==> config.mk <==
export PLATFORM = sky130hd
export DESIGN_NAME = uart_tx_sched
export DESIGN_NICKNAME = d
export VERILOG_FILES = /design/src/rtl/uart_tx_sched.sv
export SDC_FILE = /design/constraint.sdc
export NUM_CORES = 1
export LEC_CHECK = 0
export CAP_MARGIN = 20
export CORE_ASPECT_RATIO = 0.6
export CORE_UTILIZATION = 35
export DETAILED_ROUTE_END_ITERATION = 12
export SYNTH_ARGS = -nofsm -noshare
export SYNTH_HDL_FRONTEND = slang
export SYNTH_SLANG_ARGS = --single-unit
==> constraint.sdc <==
create_clock -name CLK -period 2.3 [get_ports CLK]
set_clock_uncertainty 0.2 [all_clocks]
set_input_delay 0.345 -clock CLK [delete_from_list [all_inputs] [get_ports CLK]]
set_output_delay 0.345 -clock CLK [all_outputs]
set_load 0.03 [all_outputs]
==> src/rtl/uart_tx_sched.sv <==
// uart_tx_sched: byte FIFO feeding an 8N1 serial transmitter.
// The CPU-side write port pushes bytes into a small circular FIFO; the
// transmit FSM pops one byte per frame and shifts it out LSB first on TXD.
//
// Handshake (write port): a transfer happens on a rising CLK edge where
// wr_valid && wr_ready are both high. wr_ready depends only on the registered
// FIFO level, so a pop in the same cycle never opens a slot early. The
// producer holds wr_data/wr_valid stable until the transfer happens.
module uart_tx_sched #(
  parameter int CLKS_PER_BIT = 104,
  parameter int FIFO_DEPTH   = 4
) (
  input  logic                          CLK,
  input  logic                          RESET,
  input  logic [7:0]                    wr_data,
  input  logic                          wr_valid,
  output logic                          wr_ready,
  output logic                          TXD,
  output logic                          busy,
  output logic [$clog2(FIFO_DEPTH):0]   fifo_level,
  output logic [1:0]                    fsm_state
);

  localparam int PW = (FIFO_DEPTH > 1) ? $clog2(FIFO_DEPTH) : 1;
  localparam int LW = $clog2(FIFO_DEPTH) + 1;
  localparam int CW = (CLKS_PER_BIT > 1) ? $clog2(CLKS_PER_BIT) : 1;

  localparam logic [LW-1:0] LVL_FULL = LW'(FIFO_DEPTH);
  localparam logic [CW-1:0] CNT_MAX  = CW'(CLKS_PER_BIT - 1);

  // Reject parameter values the pointer and counter arithmetic cannot handle.
  if (CLKS_PER_BIT < 2) begin : g_bad_cpb
    $error("CLKS_PER_BIT must be >= 2");
  end
  if ((FIFO_DEPTH < 2) || ((FIFO_DEPTH & (FIFO_DEPTH - 1)) != 0)) begin : g_bad_depth
    $error("FIFO_DEPTH must be a power of two >= 2");
  end

  typedef enum logic [1:0] {
    IDLE  = 2'd0,
    START = 2'd1,
    DATA  = 2'd2,
    STOP  = 2'd3
  } state_t;

  state_t        state_q;
  logic [7:0]    mem [FIFO_DEPTH];
  logic [PW-1:0] wr_ptr_q;
  logic [PW-1:0] rd_ptr_q;
  logic [LW-1:0] level_q;
  logic [7:0]    shift_q;
  logic [CW-1:0] cnt_q;
  logic [2:0]    bit_idx_q;
  logic          txd_q;

  logic          push;
  logic          pop;
  logic          fifo_has_data;
  logic          bit_done;
  logic [7:0]    head;

  // Handshake and pop decisions all come from registered state.
  always_comb begin
    wr_ready      = (level_q != LVL_FULL);
    push          = wr_valid && wr_ready;
    fifo_has_data = (level_q != '0);
    bit_done      = (cnt_q == CNT_MAX);
    head          = mem[rd_ptr_q];
    pop           = fifo_has_data &&
                    ((state_q == IDLE) || ((state_q == STOP) && bit_done));
  end

  // Byte storage; contents are don't-care until written, so no reset.
  always_ff @(posedge CLK) begin
    if (push) begin
      mem[wr_ptr_q] <= wr_data;
    end
  end

  // FIFO pointers and occupancy; pointers wrap naturally at the power-of-two depth.
  always_ff @(posedge CLK or negedge RESET) begin
    if (!RESET) begin
      wr_ptr_q <= '0;
      rd_ptr_q <= '0;
      level_q  <= '0;
    end else begin
      if (push) begin
        wr_ptr_q <= wr_ptr_q + PW'(1);
      end
      if (pop) begin
        rd_ptr_q <= rd_ptr_q + PW'(1);
      end
      case ({push, pop})
        2'b10:   level_q <= level_q + LW'(1);
        2'b01:   level_q <= level_q - LW'(1);
        default: level_q <= level_q;
      endcase
    end
  end

  // Frame sequencer: start bit, eight data bits LSB first, stop bit.
  // TXD is updated together with the state so the line is always registered.
  always_ff @(posedge CLK or negedge RESET) begin
    if (!RESET) begin
      state_q   <= IDLE;
      shift_q   <= '0;
      cnt_q     <= '0;
      bit_idx_q <= '0;
      txd_q     <= 1'b1;
    end else begin
      case (state_q)
        IDLE: begin
          txd_q <= 1'b1;
          cnt_q <= '0;
          if (pop) begin
            shift_q   <= head;
            bit_idx_q <= '0;
            txd_q     <= 1'b0;
            state_q   <= START;
          end
        end
        START: begin
          if (bit_done) begin
            cnt_q   <= '0;
            txd_q   <= shift_q[0];
            state_q <= DATA;
          end else begin
            cnt_q <= cnt_q + CW'(1);
          end
        end
        DATA: begin
          if (bit_done) begin
            cnt_q <= '0;
            if (bit_idx_q == 3'd7) begin
              txd_q   <= 1'b1;
              state_q <= STOP;
            end else begin
              bit_idx_q <= bit_idx_q + 3'd1;
              shift_q   <= {1'b0, shift_q[7:1]};
              txd_q     <= shift_q[1];
            end
          end else begin
            cnt_q <= cnt_q + CW'(1);
          end
        end
        STOP: begin
          if (bit_done) begin
            cnt_q <= '0;
            if (pop) begin
              // Chain straight into the next frame with no idle gap.
              shift_q   <= head;
              bit_idx_q <= '0;
              txd_q     <= 1'b0;
              state_q   <= START;
            end else begin
              txd_q   <= 1'b1;
              state_q <= IDLE;
            end
          end else begin
            cnt_q <= cnt_q + CW'(1);
          end
        end
        default: begin
          txd_q   <= 1'b1;
          cnt_q   <= '0;
          state_q <= IDLE;
        end
      endcase
    end
  end

  // Status outputs are decoded from registers only.
  always_comb begin
    TXD        = txd_q;
    fifo_level = level_q;
    fsm_state  = state_q;
    busy       = (state_q != IDLE) || (level_q != '0);
  end

endmodule

==> results by group <==
STA
  – F_max: between 400 and 500 MHz
  – Slew HR: between 70% and 80%
  – Tmin final: 2.24 ns
  – Worst Tran Pin Value: 0.421 ns
  – Setup TNS after final layout: 0 ns
  – Setup violators final: 0
  – Max Slew Vio Count: 0
  – Final worst path period share: between 90 and 100%
  – Final Hold Viols: 0

Setup path
  – Crit path capture type: output pin
  – Crit path kind: reg2out
  – Critical path fanouts, max: 11
  – Worst R2R Path Depth: 10
  – Worst-path cell chain: inv_4 > ha_4 > buf_4 > nand2_1 > clkdlybuf4s15_1
  – WP buf/inv: 3
  – Critical path arrival: roughly 1.7 ns
  – Crit Reg-Reg Startpoint: fifo_level[0]$_DFFE_PN0P_
  – R2R Path End: fifo_level[2]$_DFFE_PN0P_
  – Req. time, crit path: 1.75 ns
  – Top cell family by delay on the critical path: buffers and inverters
  – Worst Setup Start Kind: flip-flop
  – Register-to-register setup slack: ~0.11 ns
  – Max incr delay on CP: 0.45 ns
  – CP max stage cell: dfrtp_2

Routing
  – Drt wl/cell: between 15 and 20 um
  – Iter 0 DRT Violations: 107
  – Residual DRC: 0
  – Antenna viol nets, final: 0
  – Pre-antenna DRT Iters: 4
  – Final WL: ~5300 um
  – Via count: between 1,500 and 2,000
  – Via-to-Cell Ratio: between 4 and 5

Layout
  – Leading cell type in the layout, fill and taps excluded: edfxtp_1
  – Final Instance Area: between 3000 and 4000 um2
  – Fin cells: 349
  – Layout cells sized above 1: roughly 29%
  – Most frequent cells in the layout: edfxtp_1, dfrtp_1, buf_4
  – # diodes: 0
  – Nets: roughly 270
  – Fillcell total: 666
  – Area Growth Syn to Fin: 31.5%

Global route
  – Vias in the first global route: ~1,700
  – Initial antenna violation count: 0
  – First-pass GRT wire length: around 9000 um
  – Largest net degree at the start of global routing: 29
  – GRT Util Overall: between 10% and 20%
  – Total grt overflow: 0

Outcome
  – Status: finished, final reports clean

Floorplanning
  – Die W: roughly 120 um
  – Starting density of the core: 37.0%
  – # IOs: 19
  – Die Y-Extent: about 70 um
  – Site Rows: 24
  – Core box area: between 7000 and 8000 um2
  – Total die area: between 8000 and 9000 um2

Yosys
  – Syn Inst Count: between 150 and 200
  – Syn_nets: ~220
  – Mux share of post-synthesis cell area: ~7.7%
  – Area fraction in and, or, nand and nor cells after synthesis: around 8.6%
  – Register area share after synthesis: between 60% and 70%
  – Primary FF master, synth: edfxtp_1
  – Post-synth cell types: 44
  – Syn Std Cell Area: 2750 um2
  – Adder-cell area share of the yosys netlist: 7.11%
  – Yosys reg bits: 60
  – Synth Area in Compound Gates: under 10%
  – Post-synth EDFFs: 32
  – Synth warn: 0
  – Asr flop ratio synth: a little under half
  – Xor/xnor share of the synthesized area: under 10%
  – Largest family of logic cells by synthesized area: compound AO/OA/AOI/OAI gates
  – Avg Inst Size Synth: 14.3 um2

Pwr
  – Leakage: between 1 and 1.5 nW
  – Total Power: between 5 and 6 mW
  – P per Cell Area: ~1400 nW/um2
  – VDD IR-drop max: approximately 600 uV

Clock network
  – Worst-path clk slew: 0.06 ns
  – Sink Count: 60
  – Clk Latency, worst-skew pair: roughly 0.33 ns
  – CTS tree: built
  – H-tree levels: 3
  – Root Buffer: clkbuf_16
  – Number of buffers created by CTS: 9
  – Max clock buf depth: 2

Placement
  – Post-detail-place hpwl: 3750 um
  – Dpl cell area: approximately 3300 um2
  – # placed instances: roughly 330
  – GP Congestion: slightly above 0.7
  – Port buffer count: 18

Worst hold path
  – Min-Delay Path Class: in2async

Run
  – Max-capacitance violation count: 0
## through the flow
step | worst slack [ns] | utilization (%) | hold WS (ns)
floorplan | -0.0529 | - | -0.151
global placement | 0.0333 | 44.1 | 0.273
detailed placement | -0.00906 | 44.1 | 0.277
CTS | 0.0130 | 48.3 | 0.215
global route | -0.00715 | 48.7 | 0.231
finish | 0.0649 | 48.7 | 0.212
## synthesized netlist by cell type, types with 2 or more instances
library cell  instances  area, um2
edfxtp_1             32        961
dfrtp_1              27        676
inv_1                16       60.1
ha_1                 14        175
nor2_1                9       33.8
mux4_2                8        180
and3_1                6       37.5
xor2_1                6       52.6
nand3_1               5       25.0
o21a_1                5       37.5
o21ai_0               5       25.0
o32a_1                5       50.1
nand2_1               4       15.0
nor3b_1               4       30.0
xnor2_1               4       35.0
a31o_1                3       26.3
a31oi_1               3       18.8
buf_2                 3       15.0
nor2b_1               3       18.8
nor3_1                3       15.0
clkbuf_1              2       7.51
o211ai_1              2       15.0
o32ai_1               2       17.5
## power by group
| part | total (mW) | internal, mW | switching [mW] | leakage [nW] |
|---|---|---|---|---|
| Sequential | 1.71 | 1.48 | 0.226 | 0.633 |
| Combinational | 1.91 | 0.927 | 0.984 | 0.621 |
| Clock | 1.39 | 0.936 | 0.452 | 0.150 |
| Total | 5.00 | 3.34 | 1.66 | 1.40 |
## kinds of logic (layout without fill, tap and decap cells)
logic type	Yosys count	after routing
XOR/XNOR	10	10
adder cells (fa/ha/maj)	15	15
AO/OA/AOI/OAI	34	34
multiplexers	11	11
buffers and inverters	21	74
flip-flops	60	60
AND/OR/NAND/NOR	41	41
## registers in the layout (all words and copies together), names as in the netlist
name        cells
wr_ptr_q        2
fsm_state       2
mem            32
shift_q         8
TXD             1
rd_ptr_q        2
bit_idx_q       3
cnt_q           7
fifo_level      3
## final cells by class
| type | count | area [um2] | area share [%] |
|---|---|---|---|
| sequential | 60 | 1670 | 46.1 |
| multi-input combinational | 111 | 1080 | 29.9 |
| timing repair buffer | 43 | 368 | 10.2 |
| clock buffer | 10 | 229 | 6.34 |
| tap | 104 | 130 | 3.60 |
| clock inverter | 5 | 77.6 | 2.15 |
| inverter | 16 | 62.6 | 1.73 |
## how the worst max path moves through the flow
| stage | slack, ns | from | end | depth (start not counted) |
|---|---|---|---|---|
| detailed placement | -0.009 | cnt_q[0]$_DFF_PN0_ | fifo_level[2]$_DFFE_PN0P_ | 10 |
| floorplan | -0.05 | fsm_state[0]$_DFFE_PN0P_ | fifo_level[2]$_DFFE_PN0P_ | 11 |
| global route | -0.007 | cnt_q[1]$_DFF_PN0_ | fifo_level[2]$_DFFE_PN0P_ | 10 |
| finish | 0.06 | fsm_state[1]$_DFFE_PN0P_ | busy | 5 |
| CTS | 0.01 | cnt_q[0]$_DFF_PN0_ | fifo_level[2]$_DFFE_PN0P_ | 10 |
| global placement | 0.03 | cnt_q[0]$_DFF_PN0_ | fifo_level[2]$_DFFE_PN0P_ | 10 |
## layer usage
metal  part of all wire, %  GRT usage [%]  vias to the layer above
met5                     0              0                        -
met1                    56           23.2                      817
li1                      -              -                      823
met3                   3.4           6.17                        7
met4                  0.99           5.56                        0
met2                    40           19.5                       25
## repair_timing
action / 4_1_cts / 5_1_grt
setup endpoints to repair: 2 / 2
pin swaps: 0 / 4
buffers inserted: 0 / 1
resized for setup: 2 / 5
hold buffers: 0 / 0
cloned: 0 / 0
(Power assumes the default switching activity.)
